[src/rtl/missile_move_ctrl.sv]
// rtl/missile_move_ctrl.sv - tank missile flight/explosion controller, IDLE/FLYING/EXPLODE FSM.
// Optional re-fire lockout enabled by defining MISSILE_COOLDOWN_EN.
module missile_move_ctrl #(
  parameter int SPEED           = 4,
  parameter int TANK_SIZE       = 32,
  parameter int MISSILE_W       = 8,
  parameter int MISSILE_H       = 8,
  parameter int X_MAX           = 639,
  parameter int Y_MAX           = 479,
  parameter int EXPLODE_FRAMES  = 8,
  parameter int COOLDOWN_FRAMES = 16
) (
  input  logic        clk,
  input  logic        resetN,
  input  logic        startOfFrame,
  input  logic        fire,
  input  logic [10:0] tankX,
  input  logic [10:0] tankY,
  input  logic [1:0]  tankDir,
  input  logic        collision,
  output logic [10:0] topLeftX,
  output logic [10:0] topLeftY,
  output logic [1:0]  dir,
  output logic        active,
  output logic        explode
);

  typedef enum logic [1:0] {IDLE, FLYING, EXPLODE} state_t;

  localparam int CW = $clog2(EXPLODE_FRAMES + 1);
  localparam logic [CW-1:0] FRAME_LAST = CW'(EXPLODE_FRAMES - 1);

  localparam logic signed [11:0] TS_S   = 12'(TANK_SIZE);
  localparam logic signed [11:0] MW_S   = 12'(MISSILE_W);
  localparam logic signed [11:0] MH_S   = 12'(MISSILE_H);
  localparam logic signed [11:0] SP_S   = 12'(SPEED);
  localparam logic signed [11:0] OFFX_S = 12'(TANK_SIZE / 2 - MISSILE_W / 2);
  localparam logic signed [11:0] OFFY_S = 12'(TANK_SIZE / 2 - MISSILE_H / 2);
  localparam logic signed [12:0] XE_OFF = 13'(MISSILE_W - 1);
  localparam logic signed [12:0] YE_OFF = 13'(MISSILE_H - 1);
  localparam logic signed [12:0] XM_S   = 13'(X_MAX);
  localparam logic signed [12:0] YM_S   = 13'(Y_MAX);

  state_t        state_q;
  logic [10:0]   pos_x_q, pos_y_q;
  logic [1:0]    dir_q;
  logic          active_q, explode_q;
  logic [CW-1:0] frame_cnt_q;

  logic signed [11:0] tank_x_s, tank_y_s;
  logic signed [11:0] spawn_x, spawn_y, move_x, move_y;
  logic               spawn_ok, move_ok, fire_ok;

  // Bracket end is computed one bit wider so a large x cannot wrap back into range.
  function automatic logic in_bounds(input logic signed [11:0] x, input logic signed [11:0] y);
    logic signed [12:0] x_end;
    logic signed [12:0] y_end;
    x_end = {x[11], x} + XE_OFF;
    y_end = {y[11], y} + YE_OFF;
    return !x[11] && !y[11] && (x_end <= XM_S) && (y_end <= YM_S);
  endfunction

  always_comb begin
    tank_x_s = $signed({1'b0, tankX});
    tank_y_s = $signed({1'b0, tankY});
    spawn_x  = tank_x_s + OFFX_S;
    spawn_y  = tank_y_s - MH_S;
    case (tankDir)
      2'b00: begin spawn_x = tank_x_s + OFFX_S; spawn_y = tank_y_s - MH_S;   end
      2'b01: begin spawn_x = tank_x_s + TS_S;   spawn_y = tank_y_s + OFFY_S; end
      2'b10: begin spawn_x = tank_x_s + OFFX_S; spawn_y = tank_y_s + TS_S;   end
      default: begin spawn_x = tank_x_s - MW_S; spawn_y = tank_y_s + OFFY_S; end
    endcase
    spawn_ok = in_bounds(spawn_x, spawn_y);
  end

  always_comb begin
    move_x = $signed({1'b0, pos_x_q});
    move_y = $signed({1'b0, pos_y_q});
    case (dir_q)
      2'b00:   move_y = $signed({1'b0, pos_y_q}) - SP_S;
      2'b01:   move_x = $signed({1'b0, pos_x_q}) + SP_S;
      2'b10:   move_y = $signed({1'b0, pos_y_q}) + SP_S;
      default: move_x = $signed({1'b0, pos_x_q}) - SP_S;
    endcase
    move_ok = in_bounds(move_x, move_y);
  end

`ifdef MISSILE_COOLDOWN_EN
  localparam int CDW = $clog2(COOLDOWN_FRAMES + 1);
  logic [CDW-1:0] cooldown_q;
  assign fire_ok = (cooldown_q == '0);
`else
  assign fire_ok = 1'b1;
`endif

  always_ff @(posedge clk or negedge resetN) begin
    if (!resetN) begin
      state_q     <= IDLE;
      pos_x_q     <= '0;
      pos_y_q     <= '0;
      dir_q       <= 2'b00;
      active_q    <= 1'b0;
      explode_q   <= 1'b0;
      frame_cnt_q <= '0;
`ifdef MISSILE_COOLDOWN_EN
      cooldown_q  <= '0;
`endif
    end else begin
      case (state_q)
        IDLE: begin
          if (fire && spawn_ok && fire_ok) begin
            state_q  <= FLYING;
            pos_x_q  <= spawn_x[10:0];
            pos_y_q  <= spawn_y[10:0];
            dir_q    <= tankDir;
            active_q <= 1'b1;
          end
`ifdef MISSILE_COOLDOWN_EN
          if (startOfFrame && cooldown_q != '0)
            cooldown_q <= cooldown_q - 1'b1;
`endif
        end
        FLYING: begin
          // Collision outranks a same-cycle frame tick: the hit position is frozen.
          if (collision) begin
            state_q     <= EXPLODE;
            active_q    <= 1'b0;
            explode_q   <= 1'b1;
            frame_cnt_q <= '0;
          end else if (startOfFrame) begin
            if (move_ok) begin
              pos_x_q <= move_x[10:0];
              pos_y_q <= move_y[10:0];
            end else begin
              state_q  <= IDLE;
              active_q <= 1'b0;
`ifdef MISSILE_COOLDOWN_EN
              cooldown_q <= CDW'(COOLDOWN_FRAMES);
`endif
            end
          end
        end
        EXPLODE: begin
          if (startOfFrame) begin
            frame_cnt_q <= frame_cnt_q + 1'b1;
            if (frame_cnt_q == FRAME_LAST) begin
              state_q   <= IDLE;
              explode_q <= 1'b0;
`ifdef MISSILE_COOLDOWN_EN
              cooldown_q <= CDW'(COOLDOWN_FRAMES);
`endif
            end
          end
        end
        default: begin
          state_q   <= IDLE;
          active_q  <= 1'b0;
          explode_q <= 1'b0;
        end
      endcase
    end
  end

  assign topLeftX = pos_x_q;
  assign topLeftY = pos_y_q;
  assign dir      = dir_q;
  assign active   = active_q;
  assign explode  = explode_q;

endmodule

[config.mk]
export PLATFORM = sky130hd
export DESIGN_NAME = missile_move_ctrl
export DESIGN_NICKNAME = d
export VERILOG_FILES = /design/src/rtl/missile_move_ctrl.sv
export SDC_FILE = /design/constraint.sdc
export NUM_CORES = 1
export LEC_CHECK = 0
export BUFFER_PORTS_ARGS = -buffer_cell sky130_fd_sc_hd__buf_2
export CORE_ASPECT_RATIO = 1.5
export CORE_UTILIZATION = 30
export CTS_CLUSTER_SIZE = 20
export DETAILED_ROUTE_END_ITERATION = 6
export PLACE_DENSITY = 0.49
export REMOVE_ABC_BUFFERS = 1
export SETUP_SLACK_MARGIN = 0.5
export SLEW_MARGIN = 40
export SYNTH_ARGS = -nofsm -noshare
export SYNTH_HDL_FRONTEND = slang
export SYNTH_SLANG_ARGS = --single-unit
[constraint.sdc]
create_clock -name clk -period 4.35 [get_ports clk]
set_input_delay 0 -clock clk [delete_from_list [all_inputs] [get_ports clk]]
set_output_delay 0 -clock clk [all_outputs]
set_load 0.005 [all_outputs]
# After elaboration in Yosys (flattened, before gate mapping)
# Index checks and enable logic that the tools add are counted.
# W data, S select, Z words.
totals:
  output_inout_bits: 26
  regBits: 32
  word_cells: 101
classes:
  muxes: 33
  eq_ne: 16
  n_reduce_logical: 24
  order_cmp: 4
  n_bitwise: 2
  add_sub_neg: 15
op_table:
  columns: ["operator", "count"]
  rows:
  - ["$pmux W12 S2", 4]
  - ["$mux W11", 8]
  - ["$add A12 B4 Y13 const B", 4]
  - ["$pmux W11 S2", 2]
  - ["$le A13 B10 Y1 const B", 2]
  - ["$le A13 B11 Y1 const B", 2]
  - ["$add A11 B3 Y12 const B", 2]
  - ["$add A11 B4 Y12 const B", 2]
  - ["$add A11 B6 Y12 const B", 2]
  - ["$sub A11 B3 Y12 const B", 2]
  - ["$sub A11 B4 Y12 const B", 2]
  - ["$ne A2 B2 Y1 const B", 7]
  - ["$mux W2", 6]
  - ["$reduce_and A5 Y1", 2]
  - ["$mux W4", 2]
  - ["$pmux W4 S2", 1]
  - ["$reduce_and A4 Y1", 2]
  - ["$logic_and A1 B1 Y1", 7]
  - ["$mux W1", 7]
  - ["$eq A2 B1 Y1 const B", 3]
  - ["$eq A2 B2 Y1 const B", 3]
  - ["$logic_not A2 Y1", 3]
  - ["$ne A3 B3 Y1 const B", 2]
  - ["$pmux W1 S3", 2]
  - ["9 further kinds", 15]

# Longest topological paths before layout
logic_depth:
  word_depth: 11
  mapped_depth: 17
  mapped_depth_nobuf: 13

# Least setup slack after synthesis
# OpenSTA, ideal clock, no wires.
synth_path:
  path_kind: "register to register"
  from: "reg dir_q[0] (netlist: dir[0])"
  to: "reg pos_y_q[6] (netlist: topLeftY[6])"
  path_stages_with_launch: 17
  period_less_slack_ns: 3.772
  required_ns: 4.229
  setup_slack_ns: 0.578
  arrival_ns: 3.651
  path_cell_list: "dfrtp_1 buf_6 clkinv_1 buf_2 nand2_1 inv_1 fa_1 nand2b_1 a2111oi_0 nor3_1 a2111o_1 nand4bb_1 o211ai_2 nor3_2 buf_6 a31oi_1 o22a_1"
synth_via:
  elab_chain_len: 9
  word_cells_on_any_way: 21
synth_rtl:
  columns: ["item", "line_no", "rtl"]
  rows:
  - ["from (decl)", "46", "logic [1:0] dir_q;"]
  - ["from (signal assigned)", "116", "dir_q <= tankDir;"]
  - ["$eq A2 B2 Y1 / $logic_not A2 Y1 (equally long branches)", "80", "case (dir_q)"]
  - ["$reduce_or A2 Y1 (no line)", null, null]
  - ["$pmux W12 S2", "80", null]
  - ["$add A12 B4 Y13 / $logic_not A1 Y1 (equally long branches)", "58, 60", null]
  - ["$le A13 B11 Y1 / $logic_and A1 B1 Y1 (equally long branches)", "60", "return !x[11] && !y[11] && (x_end <= XM_S) && (y_end <= YM_S);"]
  - ["$logic_and A1 B1 Y1 (2 in a row)", "60", null]
  - ["$ne A2 B2 Y1 (no line)", null, null]
  - ["$reduce_and A5 Y1 (no line)", null, null]
  - ["to (signal assigned)", "115", "pos_y_q <= spawn_y[10:0];"]
  - ["to (signal assigned)", "134", "pos_y_q <= move_y[10:0];"]
  - ["to (decl)", "45", "logic [10:0] pos_x_q, pos_y_q;"]
# Parallel ways exist; a longest one is shown, timed or not. The select of a mux whose other input is x is not followed.
# A chain may end at the register's enable or synchronous reset.

# Worst setup path after layout
layout_path:
  from: "reg pos_y_q[2] (netlist: topLeftY[2])"
  to: "reg pos_y_q[9] (netlist: topLeftY[9])"
layout_via:
  elab_chain_len: 8
  word_cells_on_any_way: 15
layout_rtl:
  columns: ["item", "line_no"]
  rows:
  - ["$add A11 B3 Y12 / $sub A11 B3 Y12 (equally long branches)", "83, 81"]
  - ["$pmux W12 S2 *", "80"]
  - ["parallel branches: the longest is 6 deep, another holds $add A12 B4 Y13", null]
# Mark *: on every way between the ends. The select of a mux whose other input is x is not followed.

==> results.py <==
metrics = {
    "run_status": {
        "status": "completed",
    },
    "clocking": {
        "clkSlewWorstSetupHoldPaths_ns": 0.05,
        "clockRootBuffer": "clkbuf_16",
        "cts.path.max_buffers": 2,
        "cts_tree": "yes",
        "clk_latency_ns": 0.28,
        "numCtsBuffers": 5,
        "htree_levels": 2,
        "cts.sinks": 32,
    },
    "setup_path": {
        "setup.worst_path.class": "reg2reg",
        "cp.arrival_ns": 3.65,
        "required_ns": 4.48,
        "timing.critical_path.buf_inv": 1,
        "slowest_stage": "dfrtp_1",
        "setup.worst_path.end_class": "register",
        "critical_path_peak_fanout": 13,
        "cpPeakStageDelay_ns": 0.50,
        "path_cells": "inv_1 -> fa_1 -> nand2b_1 -> a2111oi_1 -> nor3_1 -> a2111o_1 -> nand4bb_1 -> o211ai_2 -> o31ai_4 -> and2_4 -> o22ai_1",
        "crit_family": "compound AO/OA/AOI/OAI gates",
        "start_kind": "register",
    },
    "sta": {
        "setup_viol": 0,
        "fin_crit_ns": 3.53,
        "fmax_ghz": 0.284,
        "report.final.slew_viol_count": 0,
        "rsz0062_at_grt": "no",
        "fin_crit_sh": 0.810,
        "max_slew_margin": 0.560,
        "tightest_slew_ns": 0.660,
        "finalClockSkew_ns": 0.00343,
        "finalHoldViolCount": 0,
    },
    "layout": {
        "drive_above_1_share": 0.148,
        "fillers": 1502,
        "final_cell_count_no_fill": 801,
        "num-nets-final": 676,
        "area_growth_pct": 14.3,
        "n_antenna_cell": 0,
    },
    "placement": {
        "globalplace.congestion": 0.851,
        "dp.cells": 788,
        "portBuffers": 54,
        "dp_hpwl_um": 10200,
    },
    "die": {
        "die_height_um": 150,
        "dieArea_um2": 15100,
        "pin_count": 55,
        "start_util": 0.311,
        "die_width_um": 101,
        "core_um2": 14100,
        "rows": 53,
    },
    "synthesis": {
        "synth_top_cell_area_share": 0.182,
        "syn_avg_cell_area_um2": 7.84,
        "synth_seq_cells": 32,
        "yosysSeqAreaShare": 0.182,
        "synth_most_common_cell": "inv_1",
        "synth_area_um2": 4390,
        "synthArstFlopShare": 1.00,
        "synth_cells": 560,
        "synth_edf_count": 0,
        "ys_warn_count": 0,
        "synth_area_leader_cell": "dfrtp_1",
        "ys.flop_type": "dfrtp_1",
        "synth_cell_types": 86,
        "synthTopCellsByArea": "dfrtp_1 (18%), ha_1 (11%), inv_1 (3.7%), o21ai_0 (3.5%), a21oi_1 (3.1%)",
        "synth_commonest_cells": "inv_1 (43), ha_1 (37), nor2_1 (34)",
    },
    "grt": {
        "grt_pass1_wl_um": 21700,
        "antenna_found_initial": 0,
        "grt_pass1_vias": 4392,
        "grtUsageTotal": 0.178,
        "grt_start_max_net_pins": 34,
        "grt_overflow": 0,
    },
    "pwr": {
        "clock_power_share": 0.100,
        "p_int_mw": 1.72,
        "finalPower_mw": 3.56,
        "irDropWorstVdd_mv": 0.201,
        "power_frac_seq": 0.169,
        "leakagePower_nw": 2.07,
        "switching_share": 0.518,
        "p_comb_frac": 0.730,
        "p_sw_mw": 1.85,
        "power.density_nw_per_um2": 709,
    },
    "routing": {
        "post-route-drc-count": 0,
        "drt-total-wl_um": 13200,
        "dr.pass1.iters": 4,
        "vias": 4530,
        "drt-vias-per-instance": 5.66,
        "drtIter0Drc": 272,
        "wire_per_inst_um": 16.4,
        "ant_nets": 0,
    },
    "hold_path": {
        "hold_class": "in2reg",
    },
    "job": {
        "maxCapViolations": 0,
    },
}
[power by group through the flow]
stage	Clock, mW	Combinational, mW	Sequential, mW
floorplan	0	1.84	0.587
detailed placement	0	2.56	0.607
CTS	0.368	2.59	0.603
global route	0.380	2.88	0.629
finish	0.358	2.60	0.604
global placement	0	2.53	0.606
[final cells by class]
cell class / count / area, µm² / share of cell area
sequential: 32 / 801 / 0.159
inverter: 45 / 169 / 0.0336
multi-input combinational: 458 / 3290 / 0.655
clock buffer: 8 / 146 / 0.0291
timing repair buffer: 66 / 375 / 0.0747
tap: 192 / 240 / 0.0478
[placed cells by master (no fill, tap or decap), types with 5 or more instances in the layout]
cell type / synthesis / routed
buf_2: 11 / 53
xnor2_1: 14 / 14
o22a_1: 7 / 7
clkbuf_16: 0 / 5
ha_1: 37 / 37
and3_1: 5 / 5
nor2b_1: 11 / 10
a311oi_1: 5 / 5
dfrtp_1: 32 / 32
a21oi_1: 27 / 26
nor2_1: 34 / 34
and4_1: 7 / 7
a21o_1: 5 / 5
a211oi_1: 17 / 17
or4_1: 5 / 5
o211ai_1: 8 / 8
o22ai_1: 9 / 9
nand2_1: 33 / 33
xor2_1: 9 / 9
and2_1: 7 / 7
or3_1: 7 / 7
o31ai_1: 6 / 6
mux2i_1: 6 / 6
a31oi_1: 17 / 17
nor4_1: 12 / 12
o21ai_0: 31 / 31
inv_1: 43 / 43
o21a_1: 6 / 6
nand4_1: 6 / 6
nor3_1: 18 / 18
nand2b_1: 10 / 10
dlygate4sd3_1: 0 / 5
nand3_1: 16 / 16
buf_4: 2 / 8
[layer usage]
| metal | routed length [µm] | GRT usage | vias up |
|---|---|---|---|
| met2 | 6860 | 0.334 | 108 |
| met5 | 0 | 0 | - |
| met4 | 264 | 0.0601 | 0 |
| met1 | 5660 | 0.213 | 2160 |
| met3 | 390 | 0.00975 | 16 |
| li1 | - | - | 2246 |
[metrics by stage]
step | hold WS [ns] | utilization | TNS, ns | cell area, µm² | setup slack [ns]
2_1_floorplan | -0.296 | - | -2.25 | 4250 | -0.268
3_3_place_gp | 0.106 | 0.341 | 0 | 4810 | 0.657
3_5_place_dp | 0.115 | 0.341 | 0 | 4820 | 0.730
4_1_cts | 0.118 | 0.355 | 0 | 5010 | 0.695
5_1_grt | 0.160 | 0.356 | 0 | 5020 | 0.508
6_report | 0.109 | 0.356 | 0 | 5020 | 0.825
[worst reg2reg max path: stages (launching register included)]
cell and delay (ns):
dfrtp_1 0.50, inv_1 0.15, fa_1 0.48, nand2b_1 0.20, a2111oi_1 0.48, nor3_1 0.22, a2111o_1 0.32, nand4bb_1 0.12
o211ai_2 0.16, o31ai_4 0.33, and2_4 0.30, o22ai_1 0.10
[repair_timing]
| action | CTS | global route |
|---|---|---|
| endpoints found under the setup margin | 0 | 20 |
| setup buffers | 0 | 0 |
| hold endpoints to repair | 36 | 0 |
| gates resized for setup | 0 | 2 |
| hold buffers | 5 | 0 |
[kinds of logic after synthesis]
| group | synth area share |
|---|---|
| flip-flops | 0.182 |
| buffers and inverters | 0.0718 |
| XOR/XNOR | 0.0459 |
| AND/OR/NAND/NOR | 0.238 |
| AO/OA/AOI/OAI | 0.327 |
| multiplexers | 0.0214 |
| adder cells (fa/ha/maj) | 0.114 |
[sequential cells by signal, summed over array words and instances (netlist names)]
signal,count
state_q,2
active,1
topLeftY,11
topLeftX,11
dir,2
frame_cnt_q,4
explode,1
[worst paths after layout]
kind                                    startpoint                       to  slack [ns]  cells past startpoint
max in group asynchronous                   resetN      explode$_DFFE_PN0P_        3.81                      2
setup reg to reg           topLeftY[2]$_DFFE_PN0P_  topLeftY[9]$_DFFE_PN0P_        0.82                     11
min in group asynchronous                   resetN  topLeftX[0]$_DFFE_PN0P_        0.21                      2
hold / removal                           collision      explode$_DFFE_PN0P_        0.11                      3
hold reg to reg                explode$_DFFE_PN0P_      explode$_DFFE_PN0P_        0.50                      2
setup / recovery           topLeftY[2]$_DFFE_PN0P_  topLeftY[9]$_DFFE_PN0P_        0.82                     11
(Power assumes the default switching activity.)
